$ cat src/rtl/tc_line_mem_loader.sv
// Writer for the timingCore tick/pixel line memories: initial fill of all frames, then one refill per consumed bank.
// Optional stall counter enabled by defining TC_LOADER_STALL_CNT_EN.
module tc_line_mem_loader #(
  parameter int ADDR_W = 11,
  parameter int DATA_W = 17,
  parameter int SEL_W  = 3
) (
  input  logic              clk_r,
  input  logic              nrst_r,
  input  logic              start_i,
  input  logic              stop_i,
  input  logic [9:0]        points_per_line_i,
  input  logic [2:0]        number_of_frames_i,
  input  logic [DATA_W-1:0] s_data_i,
  input  logic              s_valid_i,
  output logic              s_ready_o,
  input  logic              update_mem_i,
  output logic [ADDR_W-1:0] waddr_o,
  output logic [DATA_W-1:0] wdata_o,
  output logic              we_o,
  output logic [SEL_W-1:0]  memory_selector_o,
  output logic              mem_updated_o,
  output logic              init_done_o,
  output logic              busy_o,
  output logic              overrun_o,
  output logic [15:0]       stall_cnt_o
);

  typedef enum logic [1:0] {IDLE, INIT_FILL, ARMED, REFILL} state_t;

  state_t            state_reg, state_next;
  logic [9:0]        ppl_reg, ppl_next;
  logic [9:0]        word_reg, word_next;
  logic [SEL_W-1:0]  nof_reg, nof_next;
  logic [SEL_W-1:0]  frame_reg, frame_next;
  logic [SEL_W-1:0]  rptr_reg, rptr_next;
  logic [ADDR_W-1:0] waddr_reg, waddr_next;
  logic [DATA_W-1:0] wdata_reg, wdata_next;
  logic              we_reg, we_next;
  logic [SEL_W-1:0]  sel_reg, sel_next;
  logic              mu_reg, mu_next;
  logic              init_done_reg, init_done_next;
  logic              overrun_reg, overrun_next;

  // [0],[1] capture update_mem_i; [2] holds the previous captured level
  logic [2:0]        upd_sh_reg;
  logic              upd_edge;

  genvar gi;
  generate
    for (gi = 0; gi < 3; gi++) begin : g_upd_sh
      always_ff @(posedge clk_r or negedge nrst_r) begin
        if (!nrst_r) begin
          upd_sh_reg[gi] <= 1'b0;
        end else if (gi == 0) begin
          upd_sh_reg[gi] <= update_mem_i;
        end else begin
          upd_sh_reg[gi] <= upd_sh_reg[(gi > 0) ? gi - 1 : 0];
        end
      end
    end
  endgenerate

  assign upd_edge = upd_sh_reg[1] ^ upd_sh_reg[2];

  logic             filling;
  logic             accept;
  logic             last_word;
  logic             start_ok;
  logic [2:0]       nof_clamped;
  logic [SEL_W-1:0] rptr_adv;

  assign filling   = (state_reg == INIT_FILL) || (state_reg == REFILL);
  // stop_i drops ready so a beat offered during abort is never silently lost
  assign s_ready_o = filling && (word_reg < ppl_reg) && !stop_i;
  assign accept    = s_valid_i && s_ready_o;
  assign last_word = (word_reg == ppl_reg - 10'd1);
  assign start_ok  = (state_reg == IDLE) && start_i && !stop_i;
  assign rptr_adv  = (rptr_reg == nof_reg - SEL_W'(1)) ? '0 : rptr_reg + SEL_W'(1);

  always_comb begin
    nof_clamped = number_of_frames_i;
    if (number_of_frames_i == 3'd0) begin
      nof_clamped = 3'd1;
    end else if (number_of_frames_i > 3'd5) begin
      nof_clamped = 3'd5;
    end
  end

  always_comb begin
    state_next     = state_reg;
    ppl_next       = ppl_reg;
    word_next      = word_reg;
    nof_next       = nof_reg;
    frame_next     = frame_reg;
    rptr_next      = rptr_reg;
    waddr_next     = waddr_reg;
    wdata_next     = wdata_reg;
    we_next        = 1'b0;
    sel_next       = sel_reg;
    mu_next        = mu_reg;
    init_done_next = init_done_reg;
    overrun_next   = overrun_reg;

    if (accept) begin
      we_next    = 1'b1;
      waddr_next = ADDR_W'(word_reg);
      wdata_next = s_data_i;
      sel_next   = (state_reg == INIT_FILL) ? frame_reg : rptr_reg;
    end

    if (stop_i) begin
      state_next = IDLE;
      mu_next    = 1'b1;
    end else begin
      case (state_reg)
        IDLE: begin
          if (start_i) begin
            ppl_next     = points_per_line_i;
            nof_next     = SEL_W'(nof_clamped);
            frame_next   = '0;
            word_next    = '0;
            rptr_next    = '0;
            overrun_next = 1'b0;
            if (points_per_line_i == 10'd0) begin
              state_next     = ARMED;
              init_done_next = 1'b1;
            end else begin
              state_next     = INIT_FILL;
              init_done_next = 1'b0;
            end
          end
        end
        INIT_FILL: begin
          if (accept) begin
            if (last_word) begin
              word_next = '0;
              if (frame_reg == nof_reg - SEL_W'(1)) begin
                frame_next = '0;
                rptr_next  = '0;
                state_next = ARMED;
              end else begin
                frame_next = frame_reg + SEL_W'(1);
              end
            end else begin
              word_next = word_reg + 10'd1;
            end
          end
        end
        ARMED: begin
          // init_done follows one cycle after the final initial write
          init_done_next = 1'b1;
          if (upd_edge) begin
            mu_next    = 1'b0;
            word_next  = '0;
            state_next = REFILL;
          end
        end
        REFILL: begin
          if (upd_edge) begin
            overrun_next = 1'b1;
          end
          if (ppl_reg == 10'd0) begin
            mu_next    = 1'b1;
            rptr_next  = rptr_adv;
            state_next = ARMED;
          end else if (accept) begin
            if (last_word) begin
              word_next  = '0;
              mu_next    = 1'b1;
              rptr_next  = rptr_adv;
              state_next = ARMED;
            end else begin
              word_next = word_reg + 10'd1;
            end
          end
        end
        default: state_next = IDLE;
      endcase
    end
  end

  always_ff @(posedge clk_r or negedge nrst_r) begin
    if (!nrst_r) begin
      state_reg     <= IDLE;
      ppl_reg       <= '0;
      word_reg      <= '0;
      nof_reg       <= '0;
      frame_reg     <= '0;
      rptr_reg      <= '0;
      waddr_reg     <= '0;
      wdata_reg     <= '0;
      we_reg        <= 1'b0;
      sel_reg       <= '0;
      mu_reg        <= 1'b1;
      init_done_reg <= 1'b0;
      overrun_reg   <= 1'b0;
    end else begin
      state_reg     <= state_next;
      ppl_reg       <= ppl_next;
      word_reg      <= word_next;
      nof_reg       <= nof_next;
      frame_reg     <= frame_next;
      rptr_reg      <= rptr_next;
      waddr_reg     <= waddr_next;
      wdata_reg     <= wdata_next;
      we_reg        <= we_next;
      sel_reg       <= sel_next;
      mu_reg        <= mu_next;
      init_done_reg <= init_done_next;
      overrun_reg   <= overrun_next;
    end
  end

  assign waddr_o           = waddr_reg;
  assign wdata_o           = wdata_reg;
  assign we_o              = we_reg;
  assign memory_selector_o = sel_reg;
  assign mem_updated_o     = mu_reg;
  assign init_done_o       = init_done_reg;
  assign busy_o            = filling;
  assign overrun_o         = overrun_reg;

`ifdef TC_LOADER_STALL_CNT_EN
  logic [15:0] stall_reg;

  always_ff @(posedge clk_r or negedge nrst_r) begin
    if (!nrst_r) begin
      stall_reg <= '0;
    end else if (start_ok) begin
      stall_reg <= '0;
    end else if (filling && s_ready_o && !s_valid_i && (stall_reg != 16'hFFFF)) begin
      stall_reg <= stall_reg + 16'd1;
    end
  end

  assign stall_cnt_o = stall_reg;
`else
  assign stall_cnt_o = '0;
`endif

endmodule

$ cat config.mk
export PLATFORM = sky130hd
export DESIGN_NAME = tc_line_mem_loader
export DESIGN_NICKNAME = d
export VERILOG_FILES = /design/src/rtl/tc_line_mem_loader.sv
export SDC_FILE = /design/constraint.sdc
export NUM_CORES = 1
export LEC_CHECK = 0
export CAP_MARGIN = 10
export CORE_MARGIN = 2
export CORE_UTILIZATION = 45
export DETAILED_ROUTE_END_ITERATION = 16
export GPL_TIMING_DRIVEN = 0
export PLACE_DENSITY = 0.69
export RECOVER_POWER = 25
export SLEW_MARGIN = 10
export SYNTH_ARGS = -nofsm -noshare
export SYNTH_HDL_FRONTEND = slang
export SYNTH_SLANG_ARGS = --single-unit
$ cat constraint.sdc
create_clock -name clk_r -period 7.8 [get_ports clk_r]
set_clock_uncertainty 0.05 [all_clocks]
set_input_delay 0.78 -clock clk_r [delete_from_list [all_inputs] [get_ports clk_r]]
set_output_delay 0.78 -clock clk_r [all_outputs]
set_load 0.01 [all_outputs]
After elaboration in Yosys (flattened, before gate mapping)
Cells that the tools add are included.

word-level totals
  register bits = 68
  input port bits = 36
  output and inout port bits = 53

operators by class
  $add $sub $neg = 5
  magnitude comparators = 2
  equality and inequality tests = 22
  mux-type cells = 46
  bitwise logic cells = 2
  reductions and logical operators = 22

operators with widths
  kind                                                                      number
  10-bit two-way mux                                                        5
  3-bit two-way mux                                                         14
  10-bit one-hot mux with 4 select lines                                    1
  10-bit logical NOT                                                        2
  2-bit two-way mux                                                         10
  2-bit inequality test (second input constant)                             6
  3-bit inequality test (second input constant)                             4
  4-bit AND reduction                                                       3
  10-bit by 1-bit adder with 10-bit output (second input constant)          1
  10-bit equality test                                                      1
  10-bit < comparator                                                       1
  1-bit two-way mux                                                         10
  10-bit by 1-bit subtractor with 10-bit output (second input constant)     1
  3-bit by 2-bit inequality test with 1-bit output (second input constant)  3
  3-bit one-hot mux with 3 select lines                                     1
  4-bit by 3-bit inequality test with 1-bit output (second input constant)  2
  2-bit one-hot mux with 4 select lines                                     1
  8-bit AND reduction                                                       1
  7-bit AND reduction                                                       1
  3-bit by 1-bit adder with 3-bit output (second input constant)            2
  3-bit equality test                                                       2
  1-bit one-hot mux with 2 select lines                                     3
  3-bit one-hot mux with 2 select lines                                     1
  3-bit AND reduction                                                       2
  15 further kinds                                                          21

Logic depth before layout (Yosys ltp)
  depth in word-level cells = 9
  mapped depth = 12
  gate-level depth less buffers = 9

Worst setup path after synthesis
OpenSTA, ideal clock, no wires.

  path kind = reg-to-reg
  start point = register ppl_reg[5]
  end point = register rptr_reg[0]
  setup time = 125 ps
  arrival time = 2744 ps
  data required time = 7625 ps
  setup slack = 4882 ps
  cell stages (with the launch flop) = 12
  cells stage by stage = dfrtp_1 > inv_1 > ha_1 > a22o_1 > nor4_1 > a31oi_1 > or2_2 > clkbuf_1 > or3_1 > buf_6 > a31oi_4 > mux2_2

on the way
  cells in the longest elaborated chain, start to end = 6
  elaborated cells between the ends (all ways) = 14

RTL lines
  what                                                                                   RTL line  RTL
  start, declared                                                                        32        logic [9:0] ppl_reg, ppl_next;
  start signal, assigned                                                                 200       ppl_reg <= ppl_next;
  branches (longest 6 deep; another with 10-bit by 1-bit subtractor with 10-bit output)  --
  end signal, assigned                                                                   204       rptr_reg <= rptr_next;
  end, declared                                                                          36        logic [SEL_W-1:0] rptr_reg, rptr_next;

Several ways; the timed one is not identified.
A chain may end at the register's enable or synchronous reset.

==> flow_metrics.py <==
metrics = {
    "hold_path": {
        "min-delay-start": "upd_sh_reg[0]$_DFF_PN0_",
        "hp-class": "reg -> reg",
        "holdPathEnd": "upd_sh_reg[1]$_DFF_PN0_",
        "hold_depth": 0,
    },
    "power": {
        "p_int_mw": 0.975,
        "p_switching_mw": 0.530,
        "powerDensity_nw_per_um2": 312,
        "swShare": 0.352,
        "clkPwrFrac": 0.206,
        "power_frac_comb": 0.418,
        "p_seq_frac": 0.376,
        "ir_worst_vdd_mv": 0.153,
        "leakagePower_nw": 2.25,
    },
    "setup_path": {
        "startpoint": "nrst_r",
        "timing.rr.end": "word_reg[5]$_DFFE_PN0P_",
        "slowest_stage": "clkbuf_1",
        "path_cells": "clkbuf_1, clkbuf_1",
        "start_kind": "input pin",
        "crit_arrival_ns": 3.47,
        "reg2reg_depth": 9,
        "crit_path_end_kind": "async pin",
        "crit_buf_inv": 2,
        "reg2reg_from": "ppl_reg[3]$_DFFE_PN0P_",
        "critPathMaxStageDelay_ns": 1.80,
        "crit_top_cell": "clkbuf_1",
        "regToRegSetupSlack_ns": 4.51,
        "cp_top_family": "buffers and inverters",
        "crit_type": "in -> async",
        "crit_required_ns": 7.68,
        "path_max_fanout": 45,
    },
    "route": {
        "drc": 0,
        "finalWirelength_microns": 8360,
        "via_count": 3092,
        "wl_per_cell_microns": 13.4,
        "via_per_inst": 4.96,
        "ant_nets": 0,
        "drt-initial-drc-count": 117,
        "drt_first_pass_iters": 5,
    },
    "timing": {
        "worst_pin_slew_ns": 2.43,
        "hold_viol_final": 0,
        "clock.fmax_mhz": 279,
        "relSlewSlack": -0.617,
        "setup_viol": 0,
        "final.min_clock_period_ns": 3.59,
        "drv_slew": 46,
        "rsz0062_at_grt": "no",
        "fin_setup_tns_ns": 0,
        "fin_crit_sh": 0.460,
    },
    "yosys": {
        "yosysMostFrequentCell": "nand2_1",
        "syn_area_sq_um": 3710,
        "yosys_warnings": 0,
        "synthCells": 415,
        "synthTopCellsByCount": "114 x nand2_1, 67 x dfrtp_1, 27 x o21ai_0, 23 x inv_1, 17 x buf_4",
        "synth_top_cell_by_area": "dfrtp_1",
        "synth-seq-area-share": 0.458,
        "synth_seq_cells": 68,
        "ys_async_sr_fraction": 1.00,
        "ys.flop_type": "dfrtp_1",
        "yosys-top-cells-area": "dfrtp_1 45%, nand2_1 12%, ha_1 5.1%",
        "synth_top_area_share": 0.451,
        "synthDistinctLibCells": 51,
        "syn-mean-instance-area_sq_um": 8.95,
        "synth_edf_count": 0,
    },
    "clock_network": {
        "cts.reportedPaths.clkPinSlew_ns": 0.07,
        "cts_buffers": 9,
        "root_buffer": "clkbuf_8",
        "clock_sinks": 68,
        "cts_setup_buffers": 0,
        "insertion_delay_ns": 0.33,
        "cts_resized": 0,
        "cts_tree": "done",
        "cts_hold_buffers": 0,
        "clockBufferDepth": 2,
        "cts-htree-levels": 3,
    },
    "placement": {
        "hpwl_microns": 6300,
        "place_inst": 608,
        "gp_congestion": 0.872,
        "port_buffers": 71,
    },
    "die": {
        "die_w_microns": 94.9,
        "die_y_microns": 94.9,
        "initial_core_util": 0.459,
        "dieArea_sq_um": 9000,
        "core_sq_um": 8090,
        "pin_count": 89,
        "core.rowCount": 33,
    },
    "cells_and_area": {
        "area_delta_synth_final_pct": 29.7,
        "final_cells": 623,
        "nFillCells": 742,
        "final_nets": 565,
        "largest_register_ff_count": 17,
        "final_layout_size_suffix_gt1_frac": 0.0946,
        "diodes": 0,
    },
    "grt": {
        "grt_pass1_wl_microns": 14000,
        "antenna_found_initial": 0,
        "grt_usage": 0.199,
        "first_global_vias": 3065,
        "grt_overflow": 0,
        "grt_max_degree": 46,
    },
    "status": {
        "status": "complete, but fails checks",
        "violations": "max-capacitance violations, max-slew violations",
    },
    "flow_run": {
        "maxCapViolations": 1,
    },
}
worst max-delay path by stage:
stage | endpoint | slack (ns) | depth (start not counted)
floorplan | rptr_reg[0]$_DFFE_PN0P_ | 4.88 | 11
global placement | word_reg[6]$_DFFE_PN0P_ | 3.57 | 1
detailed placement | frame_reg[1]$_DFFE_PN0P_ | 4.29 | 9
CTS | s_ready_o | 4.47 | 7
global route | waddr_o[6]$_DFFE_PN0P_ | 3.48 | 2
finish | waddr_o[6]$_DFFE_PN0P_ | 4.21 | 2
power by group through the flow:
| stage | combinational [mW] | sequential (mW) | clock (mW) |
|---|---|---|---|
| 6_report | 0.629 | 0.565 | 0.310 |
| 3_3_place_gp | 0.615 | 0.568 | 0 |
| 4_1_cts | 0.637 | 0.566 | 0.317 |
| 5_1_grt | 0.709 | 0.581 | 0.332 |
| 3_5_place_dp | 0.633 | 0.572 | 0 |
| 2_1_floorplan | 0.340 | 0.588 | 0 |
cell type report:
class / count / area [sq um] / area share
well taps: 105 / 131 / 0.0273
repair buffers: 72 / 708 / 0.147
multi-input cells: 302 / 1760 / 0.366
flip-flops and latches: 68 / 1700 / 0.353
clock inverters: 5 / 77.6 / 0.0161
clock buffers: 10 / 128 / 0.0265
inverters: 24 / 90.1 / 0.0187
plain buffers: 37 / 220 / 0.0457
layer usage:
metal,track usage,vias to the layer above,part of all wire
met1,0.256,1461,0.45
met2,0.341,70,0.50
met3,0.0431,4,0.044
met4,0.0471,0,0.0035
li1,-,1557,-
met5,0,-,0
layout by cell type, fill, tap and decap left out, types with 4 or more instances in the layout:
| cell type | count |
|---|---|
| nor2_1 | 15 |
| clkbuf_8 | 9 |
| nand4_1 | 5 |
| buf_4 | 17 |
| o31ai_1 | 8 |
| dfrtp_1 | 67 |
| nand3_1 | 8 |
| ha_1 | 15 |
| inv_1 | 23 |
| xnor2_1 | 15 |
| nor3b_1 | 4 |
| clkdlybuf4s50_1 | 70 |
| nand2_1 | 114 |
| o21ai_0 | 27 |
| clkbuf_1 | 19 |
| xor2_1 | 8 |
| a2bb2oi_1 | 8 |
| nor4_1 | 5 |
| or3_1 | 4 |
| conb_1 | 17 |
metrics by stage:
stage               power, mW  instance area (sq um)  setup WS (ns)  hold slack [ns]  utilization
floorplan               0.928                   3770           4.88            0.281            -
global placement         1.18                   4620           3.57            0.288        0.571
detailed placement       1.20                   4640           4.29            0.289        0.574
CTS                      1.52                   4850           4.47            0.289        0.599
global route             1.62                   4820           3.48            0.323        0.596
finish                   1.50                   4820           4.21            0.304        0.596
cell families (layout without fill, tap and decap cells):
family	after synthesis	in the layout	share of synthesized area
AO/OA/AOI/OAI	69	69	0.129
XOR/XNOR	23	23	0.0542
adder cells (fa/ha/maj)	15	15	0.0505
buffers and inverters	61	148	0.0835
flip-flops	68	68	0.458
multiplexers	6	6	0.0172
other	1	17	0.00101
AND/OR/NAND/NOR	172	172	0.206
No activity file was read; power rests on OpenSTA's default activity.
